<file path="config.mk">
export PLATFORM = sky130hd
export DESIGN_NAME = misr
export DESIGN_NICKNAME = d
export VERILOG_FILES = /design/src/rtl/misr_pkg.sv /design/src/rtl/misr_core.sv /design/src/rtl/misr.sv
export SDC_FILE = /design/constraint.sdc
export NUM_CORES = 1
export LEC_CHECK = 0
export ABC_AREA = 0
export BUFFER_PORTS_ARGS = -buffer_cell sky130_fd_sc_hd__buf_2
export CORE_MARGIN = 5
export CORE_UTILIZATION = 29
export CTS_BUF_LIST = sky130_fd_sc_hd__clkbuf_8
export CTS_CLUSTER_DIAMETER = 50
export DETAILED_ROUTE_END_ITERATION = 10
export GPL_TIMING_DRIVEN = 0
export REMOVE_ABC_BUFFERS = 1
export SYNTH_ARGS = -nofsm -noshare
export SYNTH_HDL_FRONTEND = slang
export SYNTH_SLANG_ARGS = --single-unit
</file>
<file path="constraint.sdc">
create_clock -name clk -period 3.7 [get_ports clk]
set_input_delay 0.74 -clock clk [delete_from_list [all_inputs] [get_ports clk]]
set_output_delay 0.74 -clock clk [all_outputs]
set_load 0.03 [all_outputs]
</file>
<file path="src/rtl/misr_pkg.sv">
// misr_pkg: shared definitions for the MISR signature compactor.
//   state_t        FSM encoding (IDLE / COMPACT / DONE)
//   DEF_T1..DEF_T4 default feedback taps, identical to the pattern LFSR's
package misr_pkg;

    typedef enum logic [1:0] {
        IDLE    = 2'b00,
        COMPACT = 2'b01,
        DONE    = 2'b10
    } state_t;

    localparam int DEF_T1 = 1;
    localparam int DEF_T2 = 5;
    localparam int DEF_T3 = 6;
    localparam int DEF_T4 = 31;

endpackage

</file>
<file path="src/rtl/misr_core.sv">
// misr_core: signature register S with tap feedback.
//   clk, reset  clock, asynchronous active-low reset
//   clr         synchronous clear of S (wins over en)
//   en          absorb din: S <= {S[N-2:0], fb} ^ din
//   din         response word
//   sig         current signature S
module misr_core
    import misr_pkg::*;
#(
    parameter int MISR_MSG_BITS = 32,
    parameter int T1 = DEF_T1,
    parameter int T2 = DEF_T2,
    parameter int T3 = DEF_T3,
    parameter int T4 = DEF_T4
) (
    input  logic                     clk,
    input  logic                     reset,
    input  logic                     clr,
    input  logic                     en,
    input  logic [MISR_MSG_BITS-1:0] din,
    output logic [MISR_MSG_BITS-1:0] sig
);

    logic fb;

    assign fb = sig[T1] ^ sig[T2] ^ sig[T3] ^ sig[T4];

    always_ff @(posedge clk or negedge reset) begin
        if (!reset)
            sig <= '0;
        else if (clr)
            sig <= '0;
        else if (en)
            sig <= {sig[MISR_MSG_BITS-2:0], fb} ^ din;
    end

endmodule

</file>
<file path="src/rtl/misr.sv">
// misr: multiple-input signature register for BIST response compaction.
// A start request loads the response count; that many CUT words are then
// folded into S, and the final signature is offered until accepted.
//   clk, reset                 clock, asynchronous active-low reset
//   req_val/req_rdy/req_msg    start request, req_msg = response count
//   cut_val/cut_rdy/cut_msg    CUT response words
//   resp_val/resp_rdy/resp_msg final signature
// Optional macro MISR_SIG_CHECK_EN adds:
//   exp_sig  expected signature, captured on the request handshake
//   pass     (S == exp_sig) while in DONE, else 0
module misr
    import misr_pkg::*;
#(
    parameter int MISR_MSG_BITS = 32,
    parameter int T1 = DEF_T1,
    parameter int T2 = DEF_T2,
    parameter int T3 = DEF_T3,
    parameter int T4 = DEF_T4,
    parameter int CNT_BITS = 16
) (
    input  logic                     clk,
    input  logic                     reset,
    input  logic                     req_val,
    output logic                     req_rdy,
    input  logic [CNT_BITS-1:0]      req_msg,
    input  logic                     cut_val,
    output logic                     cut_rdy,
    input  logic [MISR_MSG_BITS-1:0] cut_msg,
`ifdef MISR_SIG_CHECK_EN
    input  logic [MISR_MSG_BITS-1:0] exp_sig,
    output logic                     pass,
`endif
    output logic                     resp_val,
    input  logic                     resp_rdy,
    output logic [MISR_MSG_BITS-1:0] resp_msg
);

    state_t                   state;
    logic [CNT_BITS-1:0]      cnt;
    logic [MISR_MSG_BITS-1:0] sig;
    logic                     clr;
    logic                     beat;

    assign clr  = (state == IDLE) && req_val;
    assign beat = (state == COMPACT) && cut_val;

    misr_core #(
        .MISR_MSG_BITS(MISR_MSG_BITS),
        .T1(T1), .T2(T2), .T3(T3), .T4(T4)
    ) u_core (
        .clk  (clk),
        .reset(reset),
        .clr  (clr),
        .en   (beat),
        .din  (cut_msg),
        .sig  (sig)
    );

    // A zero count goes straight to DONE, so COMPACT never holds cnt==0
    // and the decrement cannot wrap.
    always_ff @(posedge clk or negedge reset) begin
        if (!reset) begin
            state <= IDLE;
            cnt   <= '0;
        end else begin
            case (state)
                IDLE: if (req_val) begin
                    cnt   <= req_msg;
                    state <= (req_msg == '0) ? DONE : COMPACT;
                end
                COMPACT: if (cut_val) begin
                    cnt <= cnt - CNT_BITS'(1);
                    if (cnt == CNT_BITS'(1))
                        state <= DONE;
                end
                DONE: if (resp_rdy)
                    state <= IDLE;
                default: state <= IDLE;
            endcase
        end
    end

    // Outputs decode the state register only, so they follow reset at once.
    assign req_rdy  = (state == IDLE);
    assign cut_rdy  = (state == COMPACT);
    assign resp_val = (state == DONE);
    assign resp_msg = (state == DONE) ? sig : '0;

`ifdef MISR_SIG_CHECK_EN
    logic [MISR_MSG_BITS-1:0] exp_q;

    always_ff @(posedge clk or negedge reset) begin
        if (!reset)
            exp_q <= '0;
        else if (clr)
            exp_q <= exp_sig;
    end

    assign pass = (state == DONE) && (sig == exp_q);
`endif

endmodule
</file>
# Word level (Yosys, flattened, before mapping)
# Index checks and enable logic that the tools add are counted.
# classes
bitwise	4
n_eq_ne	7
n_reduce_logical	8
n_mux	12
add_sub_neg	1
# ops
operator	count
two-way mux 32 bit	3
two-way mux 16 bit	2
case mux 16 bit (2 select lines)	1
XOR 32 bit	1
== test 16 x 1 -> 1 bit, second input constant	1
logical NOT 16 bit	1
subtractor 16 x 1 -> 16 bit, second input constant	1
two-way mux 2 bit	5
case mux 2 bit (3 select lines)	1
!= test 2 x 1 -> 1 bit, second input constant	2
!= test 2 bit, second input constant	2
AND reduction 4 bit	1
nonzero test 2 bit	2
AND reduction 3 bit	1
XOR 1 bit	3
== test 2 x 1 -> 1 bit, second input constant	1
== test 2 bit, second input constant	1
logical AND 1 bit	2
logical NOT 2 bit	1
# totals
register_bits	50
elab_cells	35

# Logic depth before layout (Yosys ltp)
# Gate-level depths: netlist of the first run.
# logic_depth
depth_word	6
mapped_depth	6
depth_no_buf	6

# Hierarchy
# A second synthesis of the first run with hierarchy kept.
# hier_totals
cells_unflattened	319
area_unflattened_um2	2946.6
# by_module_without_submodules
module	cells_each	n_inst	seq_area_each_um2	area_each_um2
misr_core	142	1	800.8	1535.2
misr	177	1	450.4	1411.4

# Worst setup path before layout of the first run
# Ideal clock, no wire load.
# synth_timing
path_type	register to output
start	register state[1]
end	output resp_msg[22]
arrival_time_ps	1475
path_slack_ps	1485
path_stages_with_launch	4
cell_sequence	dfrtp_1 nor2b_1 clkbuf_1 and2_1
# synth_between
elab_chain_cells	2
# synth_rtl
element	line_no	source
start: declaration	misr.sv:38	state_t state;
start signal: assignment	misr.sv:69	state <= (req_msg == '0) ? DONE : COMPACT;
== test 2 bit	n/a	
net resp_val	misr.sv:33	output logic resp_val,
two-way mux 32 bit	misr.sv:87	assign resp_msg = (state == DONE) ? sig : '0;
end: declaration	misr.sv:35	output logic [MISR_MSG_BITS-1:0] resp_msg
# The timed path passes the listed nets, and every way through them passes these cells.

# Final worst setup path of the first run
# layout_timing
start	register state[1]
end	output cut_rdy
# layout_between
elab_chain_cells	1
# layout_rtl
element	line_no	source
== test 2 x 1 -> 1 bit	misr.sv:85	assign cut_rdy = (state == COMPACT);
end: declaration	misr.sv:27	output logic cut_rdy,
# No other way between the ends.

==> results.py, run 1 <==
metrics = {
    "floorplan": {
        "die_w_um": 109.8,
        "core_sq_mm": 0.009729,
        "rows": 36,
        "io_pins": 88,
        "initial_core_util": 0.2971,
        "dieArea_sq_mm": 0.01206,
        "die_h_um": 109.8,
    },
    "synthesis": {
        "synth_cell_types": 50,
        "synthMuxAreaShare": 0.003463,
        "synthCells": 314,
        "synth_xor_area_frac": 0.1061,
        "yosys.area.top_type_share": 0.4329,
        "synth_area_sq_mm": 0.002890,
        "yosys_warnings": 0,
        "yosys.area.top_type": "dfrtp_1",
        "synth_flop_cell": "dfrtp_1",
        "synth_top_family_by_area": "simple AND/OR/NAND/NOR gates",
        "synth_edf_count": 0,
        "synth_area_leaders": "dfrtp_1 43%, xnor2_1 10%, and2_1 7.1%",
        "synth_compound_area_frac": 0.1662,
        "synth-simple-area-share": 0.2506,
        "synth-seq-area-share": 0.4329,
        "syn_avg_cell_area_sq_um": 9.205,
        "synth_fa_ha_area_frac": 0.008658,
        "ys_ff_latch": 50,
        "async_flop_share": 1.000,
    },
    "sta": {
        "rsz0062_at_grt": "false",
        "period_minus_slack_ns": 2.854,
        "drv_slew": 0,
        "tightest_slew_ns": 1.171,
        "slew_headroom": 0.2191,
        "skew_ns": 0.01337,
        "hold_viol": 0,
        "clock.fmax_mhz": 350.4,
        "setup_viol": 0,
        "fin_tns_setup_ns": 0,
        "min_period_over_period": 0.7714,
    },
    "power_and_ir_drop": {
        "p_per_area_mw_per_mm2": 624.6,
        "peakVddDrop_uv": 233.3,
        "p_leak_nw": 1.579,
    },
    "worst_setup_path": {
        "cp.required_ns": 2.96,
        "start_kind": "flop",
        "endpoint_kind": "output pin",
        "path_max_fanout": 26,
        "worstPathArrival_ns": 2.11,
        "worstSetupPathType": "flop to output pin",
    },
    "routing": {
        "dr_total_vias": 2520,
        "vias_per_cell": 4.791,
        "avgRoutedWirePerCell_um": 14.42,
        "drcViolationCount": 0,
        "routed_wl_um": 7586,
        "drt_pass1_iterations": 4,
        "drtIter0Drc": 89,
        "ant_nets": 0,
    },
    "clock_network": {
        "cts_tree": "built",
        "cts-buffers-inserted": 5,
        "clkSinkCount": 50,
        "worstSkewPairLatency_ns": 0.31,
        "clk_pin_slew_ns": 0.10,
        "cts_root_buffer": "clkbuf_8",
        "cts_hold_buf": 0,
        "ctsHtreeMaxLevel": 2,
        "post_cts.repair.setup_buffers": 0,
        "clock_path_buffers": 2,
        "cts_resized": 0,
    },
    "cells_and_area": {
        "stdcell_count": 526,
        "layout_commonest_cell": "buf_2",
        "final_cell_mix": "87 x buf_2, 50 x dfrtp_1, 34 x nand2_1, 34 x xnor2_1",
        "drive_gt1_frac": 0.2774,
        "fillers": 1028,
        "area_delta_synth_final_pct": 22.60,
        "nNetsFinal": 447,
        "final_area_sq_mm": 0.003543,
        "fin_util": 0.3642,
        "antenna_cells": 0,
    },
    "global_routing": {
        "grtUsageTotal": 0.1293,
        "grt_antenna_before_repair": 0,
        "grt_pass1_vias": 2448,
        "grt-ovfl-total": 0,
        "grt_max_degree": 51,
        "grt_pass1_wl_um": 12410,
    },
    "place": {
        "dp_cells": 518,
        "placed_cell_area_sq_mm": 0.003445,
        "place_congestion": 0.7922,
        "dp_hpwl_um": 5359,
        "port_buffers": 87,
    },
    "flow_run": {
        "maxCapViolations": 0,
    },
    "status": {
        "status": "complete, no violations",
    },
    "worst_hold_path": {
        "hp-class": "flop to flop",
    },
}
==> synth_stat cells (2+ instances only) <==
| cell type | number |
|---|---|
| dfrtp_1 | 50 |
| nand2_1 | 34 |
| xnor2_1 | 34 |
| and2_1 | 33 |
| o21ai_0 | 33 |
| nor2_1 | 21 |
| a21oi_1 | 14 |
| a211oi_1 | 8 |
| buf_2 | 8 |
| clkbuf_1 | 8 |
| nor4_1 | 6 |
| a2bb2oi_1 | 5 |
| o21ai_1 | 5 |
| nand3_1 | 4 |
| nand4_1 | 4 |
| o22ai_1 | 4 |
| a22oi_1 | 3 |
| and3_1 | 3 |
| inv_1 | 3 |
| ha_1 | 2 |
| nor3b_2 | 2 |
| nor4_4 | 2 |
==> kinds of logic (layout without fill, tap and decap cells) <==
logic type               Yosys count  after routing
multiplexers                       1              1
adder cells (fa/ha/maj)            2              2
buffers and inverters             21            100
AO/OA/AOI/OAI                     80             80
flip-flops                        50             50
XOR/XNOR                          35             35
AND/OR/NAND/NOR                  125            125
==> flip-flops by register name, indices dropped and copies added, names as in the netlist <==
register	count
u_core.sig	32
cnt	16
state	2
==> final timing paths <==
path	startpoint	endpoint	slack [ns]	depth (start not counted)
worst min-delay path	u_core.sig[24]	u_core.sig[24]	0.53	2
worst min register to register	u_core.sig[24]	u_core.sig[24]	0.53	2
max in group asynchronous	reset	cnt[0]	2.33	1
min in group asynchronous	reset	u_core.sig[15]	0.67	1
worst max-delay path	state[1]	cut_rdy	0.85	3
worst max register to register	state[1]	u_core.sig[2]	1.11	4
==> power breakdown <==
group          internal, mW  switching (mW)  total [mW]
clock                 0.155           0.201       0.356
sequential            0.798           0.297        1.10
combinational         0.384           0.378       0.762
==> layer usage <==
metal | global-route usage | up-vias | share of wire
met5 | 0 | - | 0
met4 | 0.02226 | 0 | 0.0065
met3 | 0.02819 | 7 | 0.079
met2 | 0.2067 | 90 | 0.44
met1 | 0.1813 | 1168 | 0.48
li1 | - | 1255 | -
==> final cells by class <==
class	instances	area [sq um]	area share
clock buffers	6	82.58	0.02331
well taps	133	166.4	0.04696
repair buffers	88	462.9	0.1306
inverters	4	15.01	0.004237
clock inverters	2	16.27	0.004590
flip-flops and latches	50	1251	0.3531
multi-input cells	243	1549	0.4371
==> stage by stage <==
step	power (mW)	hold slack [ns]	setup slack, ns
detailed placement	1.875	0.5109	1.051
global route	2.403	0.5681	0.6563
floorplan	1.635	0.4444	0.9955
global placement	1.841	0.4997	0.6445
CTS	2.241	0.5373	0.8312
finish	2.213	0.5259	0.8458
==> worst max-delay path: stages, from the launching register on <==
cell and delay, ns:
dfrtp_1 0.43, nand2b_1 0.54, inv_2 0.54, buf_2 0.29
(Power assumes the default switching activity.)
==> run 2: changes to the inputs <==
--- a/config.mk
+++ b/config.mk
@@ -5,7 +5,7 @@
 export SDC_FILE = /design/constraint.sdc
 export NUM_CORES = 1
 export LEC_CHECK = 0
-export ABC_AREA = 0
+export ABC_AREA = 1
 export BUFFER_PORTS_ARGS = -buffer_cell sky130_fd_sc_hd__buf_2
 export CORE_MARGIN = 5
 export CORE_UTILIZATION = 29
==> constraint.sdc (replaced) <==
create_clock -name clk -period 2.7 [get_ports clk]
set_input_delay 0.54 -clock clk [delete_from_list [all_inputs] [get_ports clk]]
set_output_delay 0.54 -clock clk [all_outputs]
set_load 0.03 [all_outputs]
==> results.py, run 2 <==
metrics = {
    "status": {
        "status": "complete, no violations",
    },
    "power_and_ir_drop": {
        "pwr-share-seq": 0.350,
        "p_comb_frac": 0.519,
        "pwr-share-clk": 0.131,
        "p_per_area_mw_per_mm2": 1033,
        "p_sw_mw": 1.799,
        "p_int_mw": 1.966,
        "p_leak_nw": 1.846,
        "switching_share": 0.4778,
        "peakVddDrop_uv": 408.0,
    },
    "synthesis": {
        "synth-seq-area-share": 0.4198,
        "synth_edf_count": 0,
        "synthCells": 405,
        "ys_ff_latch": 50,
        "yosys.area.top_type": "dfrtp_1",
        "syn_avg_cell_area_sq_um": 7.359,
        "yosys.area.top_type_share": 0.4198,
        "yosys_warnings": 0,
        "synth_flop_cell": "dfrtp_1",
        "synth_area_sq_mm": 0.002980,
        "synth_area_leaders": "dfrtp_1 42%, nand2_1 10%, xnor2_1 9.4%",
        "yosys-top-cells-count": "80 x nand2_1, 65 x inv_1, 65 x nor2_1, 50 x dfrtp_1",
        "yosysMostFrequentCell": "nand2_1",
        "async_flop_share": 1.000,
        "synth_cell_types": 27,
    },
    "cells_and_area": {
        "drive_gt1_frac": 0.2160,
        "layout_commonest_cell": "buf_2",
        "nNetsFinal": 540,
        "largestRegisters": "u_core.sig (32), cnt (16), state (2)",
        "final_area_sq_mm": 0.003645,
        "antenna_cells": 0,
        "final_cell_mix": "87 x buf_2, 79 x nand2_1, 65 x inv_1, 65 x nor2_1, 50 x dfrtp_1",
        "largest_reg_flops": 32,
        "fillers": 1123,
        "regMostFlops": "u_core.sig",
        "area_delta_synth_final_pct": 22.29,
    },
    "worst_setup_path": {
        "worstPathArrival_ns": 1.95,
        "worstSetupPathType": "flop to output pin",
        "path_max_fanout": 33,
        "r2r_end": "cnt[2]",
        "r2r_start": "state[0]",
        "crit_start": "state[1]",
        "endpoint": "resp_msg[10]",
        "r2r_slack_ns": 0.29,
        "endpoint_kind": "output pin",
        "rr_worst_depth": 8,
        "cp.required_ns": 2.16,
        "start_kind": "flop",
    },
    "global_routing": {
        "grt-ovfl-total": 0,
        "grt_pass1_vias": 2916,
        "grt_max_degree": 51,
        "grt_pass1_wl_um": 13880,
        "grt_antenna_before_repair": 0,
        "grtUsageTotal": 0.1324,
    },
    "floorplan": {
        "core_sq_mm": 0.01018,
        "die_w_um": 111.4,
        "initial_core_util": 0.2926,
        "rows": 37,
        "die_h_um": 111.4,
        "io_pins": 88,
        "dieArea_sq_mm": 0.01240,
    },
    "routing": {
        "vias_per_cell": 4.460,
        "avgRoutedWirePerCell_um": 13.04,
        "drt_pass1_iterations": 4,
        "drcViolationCount": 0,
        "ant_nets": 0,
        "drtIter0Drc": 142,
        "dr_total_vias": 2774,
        "routed_wl_um": 8112,
    },
    "place": {
        "port_buffers": 87,
        "dp_hpwl_um": 5922,
        "placed_cell_area_sq_mm": 0.003531,
        "place_congestion": 0.8266,
    },
    "clock_network": {
        "clock_path_buffers": 2,
        "clk_pin_slew_ns": 0.10,
        "ctsHtreeMaxLevel": 2,
        "cts-buffers-inserted": 5,
        "clkSinkCount": 50,
        "cts_tree": "built",
        "worstSkewPairLatency_ns": 0.31,
        "cts_root_buffer": "clkbuf_8",
    },
    "worst_hold_path": {
        "hp-class": "input port to async pin",
    },
    "sta": {
        "rsz0062_at_grt": "false",
        "fin_tns_setup_ns": 0,
        "skew_ns": 0.004947,
        "min_period_over_period": 0.9235,
        "drv_slew": 0,
        "slew_headroom": 0.2240,
        "setup_viol": 0,
        "hold_viol": 0,
        "clock.fmax_mhz": 401.0,
        "period_minus_slack_ns": 2.493,
        "tightest_slew_ns": 1.164,
    },
    "flow_run": {
        "maxCapViolations": 0,
    },
}
## run 2: cell count changes in the layout (fill, tap and decap cells not counted), moves of 5 or more
cell       delta
nor4_1        -6
a21oi_1      -10
nand2_1      +45
o22ai_1      +28
nand3_1      +12
inv_1        +62
nor2_1       +44
a211oi_1      -8
o21ai_1       +8
o21ai_0      -20
a2bb2oi_1     -5
and2_1       -33
## run 2: layer usage
layer,track usage,up-vias,routed length (um)
li1,-,1429,-
met1,0.1742,1274,3817
met2,0.2256,61,3862
met3,0.02065,10,290
met4,0.03893,0,141
met5,0,-,0
## run 2: final cells by class
cell class	count	area, sq um	area share
multi-input cells	273	1409	0.3865
flip-flops and latches	50	1251	0.3433
repair buffers	88	462.9	0.1270
inverters	67	252.7	0.06934
well taps	136	170.2	0.04669
clock buffers	6	82.58	0.02266
clock inverters	2	16.27	0.004463
## run 2: kinds of logic (layout without fill, tap and decap cells)
kind of cell	count (synthesis)	count (layout)	synth area share
AND/OR/NAND/NOR	172	172	0.2330
AO/OA/AOI/OAI	64	64	0.1230
adder cells (fa/ha/maj)	2	2	0.008395
flip-flops	50	50	0.4198
XOR/XNOR	35	35	0.1029
buffers and inverters	82	163	0.1129
## run 2: how the worst min path moves through the flow
stage               cells after the start  slack, ns              to
global route                            3       0.52  u_core.sig[27]
floorplan                               0       0.24          cnt[0]
CTS                                     1       0.50  u_core.sig[22]
global placement                        2       0.49         cnt[15]
detailed placement                      2       0.50         cnt[15]
finish                                  1       0.46  u_core.sig[27]
## run 2: worst max-delay path: stages (launching register included)
cell,delay (ns)
dfrtp_1,0.40
inv_1,0.09
nor2_1,0.05
inv_1,0.75
nor2_1,0.12
buf_2,0.23
## run 2: through the flow
stage / instances / hold slack [ns] / setup slack [ns] / util / power (mW)
finish: 622 / 0.4564 / 0.2065 / 0.3579 / 3.765
CTS: 622 / 0.5037 / 0.1142 / 0.3569 / 3.808
detailed placement: 614 / 0.4990 / -0.04698 / 0.3467 / 3.288
global placement: 613 / 0.4913 / -1.062 / 0.3437 / 3.198
floorplan: 390 / 0.2444 / 0.06319 / - / 2.713
global route: 622 / 0.5170 / 0.005446 / 0.3579 / 4.113
## run 2: repair_timing
item / in CTS / in global routing
endpoints found under the setup margin: 7 / 2
gates resized for setup: 1 / 2
hold buffers: 0 / 0
setup buffers: 0 / 0
pin swaps: 0 / 0
## run 2: power by group through the flow
| stage | Combinational, mW | Sequential, mW | Clock (mW) |
|---|---|---|---|
| 5_1_grt | 2.22 | 1.36 | 0.534 |
| 3_5_place_dp | 1.96 | 1.33 | 0 |
| 6_report | 1.95 | 1.32 | 0.495 |
| 2_1_floorplan | 1.45 | 1.27 | 0 |
| 4_1_cts | 1.97 | 1.32 | 0.517 |
| 3_3_place_gp | 1.88 | 1.32 | 0 |
==> run 3: changes to the inputs <==
--- a/config.mk
+++ b/config.mk
@@ -6,7 +6,7 @@
 export NUM_CORES = 1
 export LEC_CHECK = 0
 export ABC_AREA = 1
-export BUFFER_PORTS_ARGS = -buffer_cell sky130_fd_sc_hd__buf_2
+export BUFFER_PORTS_ARGS = -buffer_cell sky130_fd_sc_hd__buf_4
 export CORE_MARGIN = 5
 export CORE_UTILIZATION = 29
 export CTS_BUF_LIST = sky130_fd_sc_hd__clkbuf_8
==> results.py, run 3 (synthesis results as in run 2) <==
metrics = {
    "status": {
        "status": "complete, no violations",
    },
    "floorplan": {
        "initial_core_util": 0.2926,
        "core_sq_mm": 0.01018,
        "dieArea_sq_mm": 0.01240,
        "rows": 37,
        "die_h_um": 111.4,
        "io_pins": 88,
        "die_w_um": 111.4,
    },
    "routing": {
        "drcViolationCount": 0,
        "dr_total_vias": 2767,
        "avgRoutedWirePerCell_um": 12.90,
        "vias_per_cell": 4.449,
        "routed_wl_um": 8025,
        "drtIter0Drc": 129,
        "ant_nets": 0,
        "drt_pass1_iterations": 4,
    },
    "clock_network": {
        "clk_pin_slew_ns": 0.11,
        "cts-buffers-inserted": 5,
        "clock_path_buffers": 2,
        "worstSkewPairLatency_ns": 0.30,
        "cts_tree": "built",
        "cts_root_buffer": "clkbuf_8",
        "post_cts.repair.setup_buffers": 0,
        "ctsHtreeMaxLevel": 2,
        "clkSinkCount": 50,
    },
    "global_routing": {
        "grt_pass1_vias": 2760,
        "grtUsageTotal": 0.1307,
        "grt_antenna_before_repair": 0,
        "grt_pass1_wl_um": 13590,
        "grt-ovfl-total": 0,
        "grt_max_degree": 51,
    },
    "worst_hold_path": {
        "hp-class": "input port to async pin",
    },
    "power_and_ir_drop": {
        "switching_share": 0.4437,
        "p_sw_mw": 1.767,
        "p_leak_nw": 1.913,
        "p_int_mw": 2.216,
        "p_comb_frac": 0.507,
        "p_per_area_mw_per_mm2": 1020,
        "p_total_mw": 3.983,
        "peakVddDrop_uv": 478.6,
        "pwr-share-seq": 0.329,
        "pwr-share-clk": 0.165,
    },
    "cells_and_area": {
        "regMostFlops": "u_core.sig",
        "antenna_cells": 0,
        "final_cell_mix": "87 x buf_4, 79 x nand2_1, 65 x inv_1, 65 x nor2_1, 50 x dfrtp_1",
        "layout_commonest_cell": "buf_4",
        "fin_util": 0.3835,
        "drive_gt1_frac": 0.2160,
        "area_delta_synth_final_pct": 31.07,
        "final_area_sq_mm": 0.003906,
        "fillers": 1105,
        "largestRegisters": "u_core.sig (32), cnt (16), state (2)",
        "nNetsFinal": 540,
        "largest_reg_flops": 32,
    },
    "worst_setup_path": {
        "r2r_slack_ns": 0.27,
        "cp.required_ns": 2.16,
        "r2r_start": "state[0]",
        "rr_worst_depth": 8,
        "endpoint_kind": "output pin",
        "start_kind": "flop",
        "worstPathArrival_ns": 1.96,
        "path_max_fanout": 33,
        "worstSetupPathType": "flop to output pin",
        "r2r_end": "cnt[2]",
    },
    "sta": {
        "rsz0062_at_grt": "false",
        "tightest_slew_ns": 1.066,
        "min_period_over_period": 0.9275,
        "drv_slew": 0,
        "period_minus_slack_ns": 2.504,
        "whs_ns": 0.2574,
        "clock.fmax_mhz": 399.3,
        "setup_viol": 0,
        "slew_headroom": 0.2888,
        "hold_viol": 0,
        "skew_ns": 0.01206,
    },
    "place": {
        "port_buffers": 87,
        "dp_hpwl_um": 5926,
        "place_congestion": 0.8362,
        "placed_cell_area_sq_mm": 0.003749,
    },
    "flow_run": {
        "maxCapViolations": 0,
    },
}
## run 3: cell count changes in the layout (fill, tap and decap cells not counted), sizes merged
cell,previous run,this run
bufinv,0,2
clkinvlp,1,0
inv,67,66
## run 3: per-layer routing
layer | up-vias | wire, um | GRT usage
met2 | 39 | 3953 | 0.2163
met1 | 1294 | 3820 | 0.1843
li1 | 1432 | - | -
met5 | - | 0 | 0
met4 | 0 | 48 | 0.02433
met3 | 2 | 203 | 0.01848
## run 3: worst max-delay path by stage
stage,from,to,slack [ns],cells past startpoint
after global placement,state[1],cnt[2],-1.09,8
after floorplan,state[1],cnt[2],0.06,8
after detailed placement,state[1],cnt[2],-0.05,9
after global routing,state[1],resp_msg[30],0.02,5
after CTS,state[1],cnt[2],0.14,9
final,state[1],resp_msg[4],0.20,5
## run 3: layout make-up
| class | count | area [sq um] | share of cell area |
|---|---|---|---|
| well taps | 136 | 170.2 | 0.04356 |
| flip-flops and latches | 50 | 1251 | 0.3203 |
| clock buffers | 6 | 82.58 | 0.02114 |
| clock inverters | 2 | 60.06 | 0.01537 |
| inverters | 67 | 252.7 | 0.06470 |
| repair buffers | 88 | 680.7 | 0.1742 |
| multi-input cells | 273 | 1409 | 0.3607 |
## run 3: critical path: stages, from the launching register on
cell,delay (ns)
dfrtp_1,0.39
inv_1,0.08
nor2_1,0.05
inv_1,0.77
nor2_1,0.14
buf_4,0.22
## run 3: power by group through the flow
stage	clock, mW	combinational, mW	sequential (mW)
floorplan	0	1.45	1.27
global placement	0	1.95	1.32
finish	0.655	2.02	1.31
detailed placement	0	2.02	1.33
CTS	0.674	2.03	1.31
global route	0.700	2.30	1.35
## run 3: metrics by stage
| step | TNS (ns) | instances | worst slack [ns] |
|---|---|---|---|
| 6_report | 0 | 622 | 0.1957 |
| 2_1_floorplan | 0 | 390 | 0.06319 |
| 5_1_grt | 0 | 622 | 0.02275 |
| 3_3_place_gp | -34.89 | 613 | -1.090 |
| 4_1_cts | 0 | 622 | 0.1400 |
| 3_5_place_dp | -0.04673 | 614 | -0.04673 |
## run 3: what timing repair did
action	4_1_cts	5_1_grt
hold buffers	0	0
endpoints found under the hold margin	0	0
setup endpoints to repair	1	4
resized for setup	1	2
